### src/rtl/bnn_layer_sequencer.sv
// bnn_layer_sequencer: shares one binary neuron datapath (XNOR + popcount +
// threshold) across NUM_NEURONS logical neurons to evaluate a full BNN layer.
// It owns the per-neuron weight bank, issues one (input, weight) pair per
// neuron and assembles the 1-bit results into out_vec with a done pulse.
module bnn_layer_sequencer #(
    parameter int IN_W        = 8,
    parameter int NUM_NEURONS = 4,
    parameter int DP_LATENCY  = 2,
    localparam int AW         = $clog2(NUM_NEURONS)
) (
    input  logic                   clk,
    input  logic                   rst_n,
    input  logic                   cfg_we,
    input  logic [AW-1:0]          cfg_addr,
    input  logic [IN_W-1:0]        cfg_wdata,
    input  logic                   start,
    input  logic [IN_W-1:0]        in_data,
    output logic                   busy,
    output logic                   done,
    output logic [NUM_NEURONS-1:0] out_vec,
    output logic                   dp_valid,
    output logic [IN_W-1:0]        dp_in,
    output logic [IN_W-1:0]        dp_weight,
    input  logic                   dp_result
);

    localparam int              CW    = $clog2(DP_LATENCY + 1);
    localparam logic [AW:0]     NUM_N = (AW+1)'(NUM_NEURONS);
    localparam logic [AW-1:0]   LAST  = AW'(NUM_NEURONS - 1);
    localparam logic [CW-1:0]   LAT   = CW'(DP_LATENCY);

    typedef enum logic [1:0] {IDLE, ISSUE, WAIT, DONE} state_t;

    state_t                             state, state_next;
    logic [NUM_NEURONS-1:0][IN_W-1:0]   w;
    logic [IN_W-1:0]                    in_reg;
    logic [IN_W-1:0]                    w_hold;
    logic [AW-1:0]                      idx;
    logic [CW-1:0]                      cnt;
    logic [NUM_NEURONS-1:0]             acc, acc_next;
    logic                               wr_en;
    logic                               sample;

    // Weights only change while idle; out-of-range addresses are dropped.
    assign wr_en  = cfg_we && (state == IDLE) && ({1'b0, cfg_addr} < NUM_N);
    // The last WAIT cycle is exactly DP_LATENCY cycles after the issue strobe.
    assign sample = (state == WAIT) && (cnt == CW'(1));
    // in_reg only changes on start acceptance, which is always followed by an
    // issue, so it always equals the last issued input vector.
    assign dp_in  = in_reg;

    // State register.
    always_ff @(posedge clk or negedge rst_n) begin
        if (!rst_n) state <= IDLE;
        else        state <= state_next;
    end

    // Next-state logic.
    always_comb begin
        state_next = state;
        case (state)
            IDLE:    if (start) state_next = ISSUE;
            ISSUE:   state_next = WAIT;
            WAIT:    if (sample) state_next = (idx == LAST) ? DONE : ISSUE;
            DONE:    state_next = IDLE;
            default: state_next = IDLE;
        endcase
    end

    // Outputs decoded from state; dp_weight holds the last issued word outside ISSUE.
    always_comb begin
        busy      = (state != IDLE);
        done      = (state == DONE);
        dp_valid  = (state == ISSUE);
        dp_weight = (state == ISSUE) ? w[idx] : w_hold;
    end

    // Accumulator with the current neuron's result merged in on its sample cycle.
    always_comb begin
        acc_next = acc;
        if (sample) acc_next[idx] = dp_result;
    end

    // Weight bank, run context, latency counter and result registers.
    always_ff @(posedge clk or negedge rst_n) begin
        if (!rst_n) begin
            w       <= '0;
            in_reg  <= '0;
            w_hold  <= '0;
            idx     <= '0;
            cnt     <= '0;
            acc     <= '0;
            out_vec <= '0;
        end else begin
            if (wr_en) w[cfg_addr] <= cfg_wdata;
            case (state)
                IDLE: begin
                    if (start) begin
                        in_reg <= in_data;
                        idx    <= '0;
                        acc    <= '0;
                    end
                end
                ISSUE: begin
                    cnt    <= LAT;
                    w_hold <= w[idx];
                end
                WAIT: begin
                    cnt <= cnt - CW'(1);
                    if (sample) begin
                        acc <= acc_next;
                        // Publish the whole vector at once so it is valid in the done cycle.
                        if (idx == LAST) out_vec <= acc_next;
                        else             idx     <= idx + AW'(1);
                    end
                end
                default: ;
            endcase
        end
    end

endmodule

### config.mk
export PLATFORM = sky130hd
export DESIGN_NAME = bnn_layer_sequencer
export DESIGN_NICKNAME = d
export VERILOG_FILES = /design/src/rtl/bnn_layer_sequencer.sv
export SDC_FILE = /design/constraint.sdc
export NUM_CORES = 1
export LEC_CHECK = 0
export ABC_AREA = 1
export CAP_MARGIN = 20
export CELL_PAD_IN_SITES_DETAIL_PLACEMENT = 1
export CELL_PAD_IN_SITES_GLOBAL_PLACEMENT = 1
export CORE_ASPECT_RATIO = 1.2
export CORE_MARGIN = 1.5
export CORE_UTILIZATION = 41
export CTS_BUF_LIST = sky130_fd_sc_hd__clkbuf_4 sky130_fd_sc_hd__clkbuf_8
export CTS_CLUSTER_SIZE = 8
export DETAILED_ROUTE_END_ITERATION = 12
export MAX_ROUTING_LAYER = met4
export PLACE_DENSITY = 0.84
export SLEW_MARGIN = 10
export SYNTH_ARGS = -nofsm -noshare
export SYNTH_HDL_FRONTEND = slang
export SYNTH_SLANG_ARGS = --single-unit
export TNS_END_PERCENT = 100
### constraint.sdc
create_clock -name clk -period 2.3 [get_ports clk]
set_clock_uncertainty 0.05 [all_clocks]
set_input_delay 0.69 -clock clk [delete_from_list [all_inputs] [get_ports clk]]
set_output_delay 0.69 -clock clk [all_outputs]
set_load 0.02 [all_outputs]
======== Yosys cells after proc, flatten, opt, wreduce, memory -nomap -nowiden ========
Index checks and enable logic that the tools add are counted.
storage, ports and cells
  flip-flop bits (word level) ............. 62
  input bits .............................. 23
  logic and storage cells ................. 59
operators by class
  add/sub/neg operators ................... 2
  magnitude comparators ................... 4
  equality and inequality tests ........... 8
  muxes and demuxes ....................... 21
  reduce and logical (&&, ||, !) cells .... 13
operators by type and width
  operator                                                    number
  bitwise mux 32 bit                                          1
  two-way mux 8 bit                                           3
  binary-select mux 8 bit (select 2 bit)                      1
  demux 8 bit (select 2 bit)                                  1
  two-way mux 2 bit                                           6
  two-way mux 4 bit                                           2
  case mux 2 bit (2 select lines)                             2
  case mux 2 bit (4 select lines)                             1
  case mux 4 bit (2 select lines)                             1
  equality test 2 bit, second input constant                  3
  less-than comparator 2 x 3 -> 1 bit, second input constant  2
  != test 2 bit, second input constant                        3
  AND reduction 3 bit                                         2
  nonzero test 2 bit                                          3
  bitwise mux 4 bit                                           1
  equality test 2 x 1 -> 1 bit, second input constant         2
  >= comparator 2 x 1 -> 1 bit, second input constant         2
  logical AND 1 bit                                           4
  AND reduction 2 bit                                         2
  AND reduction 4 bit                                         1
  adder 2 x 1 -> 2 bit, second input constant                 1
  demux 1 bit (select 2 bit)                                  1
  logical NOT 2 bit                                           1
  subtractor 2 x 1 -> 2 bit, second input constant            1
  two-way mux 1 bit                                           1

======== Depth between registers and ports, before layout ========
  depth after elaboration ................. 7
  mapped depth ............................ 9
  mapped depth without buffers ............ 9

======== Worst setup path before layout ========
Ideal clock, no wire load.
  path kind ............................... register -> output
  start ................................... register state[1]
  end ..................................... output dp_weight[0]
  arrival ................................. 1397 ps
  required time ........................... 1560 ps
  path slack .............................. 163 ps
  cell stages (with the launch flop) ...... 7
  cell sequence ........................... dfrtp_1 inv_1 ha_1 clkbuf_1 inv_1 nand2_1 nand2_1
on the way
  cells in the longest elaborated chain, start to end .. 2
ends and longest elaborated chain
  what                          line  RTL
  start, declared               34    state_t state, state_next;
  start signal, assigned        55    else state <= state_next;
  equality test 2 x 1 -> 1 bit  --
  net dp_valid                  21    output logic dp_valid,
  two-way mux 8 bit             --
  end, declared                 23    output logic [IN_W-1:0] dp_weight,
The timed path passes the listed nets, and every way through them passes these cells.

======== Final worst setup path ========
  start ................................... register state[1]
  end ..................................... output dp_weight[2]
on the way
  cells in the longest elaborated chain, start to end .. 2
ends and longest elaborated chain
  what                          line  RTL
  equality test 2 x 1 -> 1 bit  75    dp_weight = (state == ISSUE) ? w[idx] : w_hold;
  two-way mux 8 bit             --
Every way passes these cells.

==> metrics.log <==
INFO  metric route.detailed.wl_per_inst = around 15 um
INFO  metric drt_pass1_iterations = 4
INFO  metric fin_setup_tns = 0 ps
INFO  metric initial_utilization = 43.0%
INFO  metric fp.dieArea = 7740 um2
INFO  metric synth-warning-count = 0
INFO  metric clock-sinks = 62
INFO  metric post_route_cells_drive_above_1_share = 18.0%
INFO  metric syn-mean-instance-area = 8.39 um2
INFO  metric cp_data_required_time = 1560 ps
INFO  metric path_max_fanout = 9
INFO  metric htree_levels = 3
INFO  metric fp-row-count = 33
INFO  metric worst_setup_hold_path_clk_slew = around 80 ps
INFO  metric tritoncts = yes
INFO  metric powerDensity = 1330 nW/um2
INFO  metric global_route.usage.total = between 20% and 30%
INFO  metric number_of_nets_produced_by_synthesis = between 300 and 400
INFO  metric ctsRootBufferMaster = sky130_fd_sc_hd__clkbuf_8
INFO  metric yosysSeqAreaShare = 52.4%
INFO  metric vias_in_the_first_global_route = 2885
INFO  metric p_leak = 1.94 nW
INFO  metric antenna_violating_nets_post_route = 0
INFO  metric cp_data_arrival_time = approximately 1500 ps
INFO  metric die_width = 80.6 um
INFO  metric cp-end-kind = primary output
INFO  metric clock_path_buffers = 2
INFO  metric route.vias.total = 2558
INFO  metric detailedPlacementHpwl = roughly 5.5 mm
INFO  metric clock_latency = 350 ps
INFO  metric slew_headroom = around two thirds
INFO  metric final_cell_mix = 117 x sky130_fd_sc_hd__nand2_1, 62 x sky130_fd_sc_hd__dfrtp_1, 53 x sky130_fd_sc_hd__inv_1
INFO  metric max_freq = 443 MHz
INFO  metric remaining_drc_errors = 0
INFO  metric die_height = between 90 and 100 um
INFO  metric numPlacedInstances = 492
INFO  metric finalHoldViolations = 0
INFO  metric final_worst_path_cycle_share = 98.2%
INFO  metric holdBufCountCts = 0
INFO  metric maximum_number_of_pins_on_one_net_before_global_route_repair = 43
INFO  metric core-area = 6900 um2
INFO  metric ios = 46
INFO  metric post_layout_nonfiller_instances = 510
INFO  metric detailedRoute.firstIterationViolations = 81
INFO  metric design.final.nets = between 400 and 500
INFO  metric report.power.total = 5.16 mW
INFO  metric grt_overflow = 0
INFO  metric status = complete, no violations
INFO  metric fin_crit = 2260 ps
INFO  metric postSynthCellCount = 353
INFO  metric slew_violations = 0
INFO  metric grt_pass1_wl = 13.5 mm
INFO  metric route.detailed.vias_per_inst = 5.02
INFO  metric post_synth_instance_area = 2960 um2
INFO  metric yosys_register_bits = slightly above 60
INFO  metric path_class = flip-flop to primary output
INFO  metric drv.max_cap_violation_count = 0
INFO  metric flow.area_growth_from_synthesis = 30.7%
INFO  metric tritoncts.num_buffers = 9
INFO  metric antenna_cells = 0
INFO  metric layout_commonest_cell = sky130_fd_sc_hd__nand2_1
INFO  metric cp-start-kind = flip-flop
INFO  metric grt_antenna_before_repair = 0
INFO  metric routabilityCongestion = 0.831
INFO  metric setup_viol_count_final = 0
INFO  metric hold_path.class = primary input to async pin
INFO  metric post_synth_num_cell_types = 22
INFO  metric portBuffers = 45
INFO  metric unrepaired_setup_endpoints_after_global_routing = true
INFO  metric worst-slew-pin-transition = between 500 and 600 ps
INFO  metric ir_worst_vdd = 0.000683 V
INFO  metric wl = between 7 and 8 mm
==> flip-flops by register name, indices dropped and copies added (netlist names) <==
signal and flops:
state 2, w_hold 8, idx 2, out_vec 4, cnt 2, acc 4, dp_in 8, w 32
==> cell type report <==
class | instances | area (um2)
well taps | 87 | 109
clock inverters | 6 | 61.3
multi-input cells | 222 | 1150
inverters | 60 | 226
flip-flops and latches | 62 | 1550
clock buffers | 10 | 138
fillers | 846 | 3030
repair buffers | 63 | 633
==> routing by layer <==
| metal | part of all wire (%) | GRT usage [%] |
|---|---|---|
| met1 | 40 | 26.3 |
| met2 | 54 | 42.6 |
| met3 | 3.3 | 4.27 |
| met4 | 2.3 | 10.3 |
| met5 | 0 | - |
==> stage by stage <==
step | setup slack (ps) | cell area [um2] | hold slack, ps | utilization, %
after floorplan | 163 | 2960 | 344 | -
after global placement | -20.5 | 3630 | 411 | 52.7
after detailed placement | -87.6 | 3630 | 417 | 52.7
after CTS | -75.2 | 3810 | 274 | 55.3
after global routing | -24.5 | 3870 | 296 | 56.1
final | 41.5 | 3870 | 256 | 56.1
==> worst max-delay path, cell delays in order, from the launching register on <==
cell and delay [ps]:
sky130_fd_sc_hd__dfrtp_1 400, sky130_fd_sc_hd__inv_2 70, sky130_fd_sc_hd__ha_2 180, sky130_fd_sc_hd__buf_4 110, sky130_fd_sc_hd__buf_8 120, sky130_fd_sc_hd__nand2_1 70
sky130_fd_sc_hd__nand2_1 90, sky130_fd_sc_hd__buf_6 120
==> cells by family after synthesis <==
logic type	count (synthesis)	share of synthesized area, %
and+or+nand+nor	155	22.6
buffers and inverters	69	9.42
DFF	62	52.4
AOI/OAI and AO/OA	50	8.70
adders and majority gates	9	3.80
muxes	8	3.04
==> cells in the mapped netlist <==
library cell	instances	area, um2
sky130_fd_sc_hd__a21oi_1	2	10.0
sky130_fd_sc_hd__buf_2	6	30.0
sky130_fd_sc_hd__buf_4	1	7.51
sky130_fd_sc_hd__buf_6	1	11.3
sky130_fd_sc_hd__clkbuf_1	1	3.75
sky130_fd_sc_hd__clkinv_1	1	3.75
sky130_fd_sc_hd__clkinv_2	1	5.00
sky130_fd_sc_hd__dfrtp_1	62	1550
sky130_fd_sc_hd__ha_1	9	113
sky130_fd_sc_hd__inv_1	55	206
sky130_fd_sc_hd__inv_2	3	11.3
sky130_fd_sc_hd__mux2_2	8	90.1
sky130_fd_sc_hd__nand2_1	123	462
sky130_fd_sc_hd__nand2_2	3	18.8
sky130_fd_sc_hd__nand3_1	19	95.1
sky130_fd_sc_hd__nand3_4	3	52.6
sky130_fd_sc_hd__nand3b_1	1	7.51
sky130_fd_sc_hd__nor2_1	5	18.8
sky130_fd_sc_hd__nor3_4	1	16.3
sky130_fd_sc_hd__o21ai_0	22	110
sky130_fd_sc_hd__o21ai_1	24	120
sky130_fd_sc_hd__o21ai_2	2	17.5
==> what timing repair did <==
action,in CTS,in global routing
hold endpoints to repair,0,0
pin swaps,0,1
cloned,0,0
setup buffers,0,2
gates resized for setup,41,25
setup endpoints to repair,11,10
==> report_power, final <==
| part | switching (mW) | internal, mW |
|---|---|---|
| combinational | 1.38 | 1.04 |
| sequential | 0.213 | 1.54 |
| clock | 0.463 | 0.526 |
| total | 2.06 | 3.10 |
==> worst paths after layout <==
path                           start           end  slack (ps)  cells after the start
setup reg to reg            state[1]        idx[1]         450                      9
max in group asynchronous      rst_n          w[9]        1350                      2
hold reg to reg            w_hold[7]     w_hold[7]         440                      2
setup / recovery            state[1]  dp_weight[2]          40                      7
min in group clk           w_hold[7]     w_hold[7]         440                      2
hold / removal                 rst_n      dp_in[7]         260                      1
No activity file was read; power rests on OpenSTA's default activity.
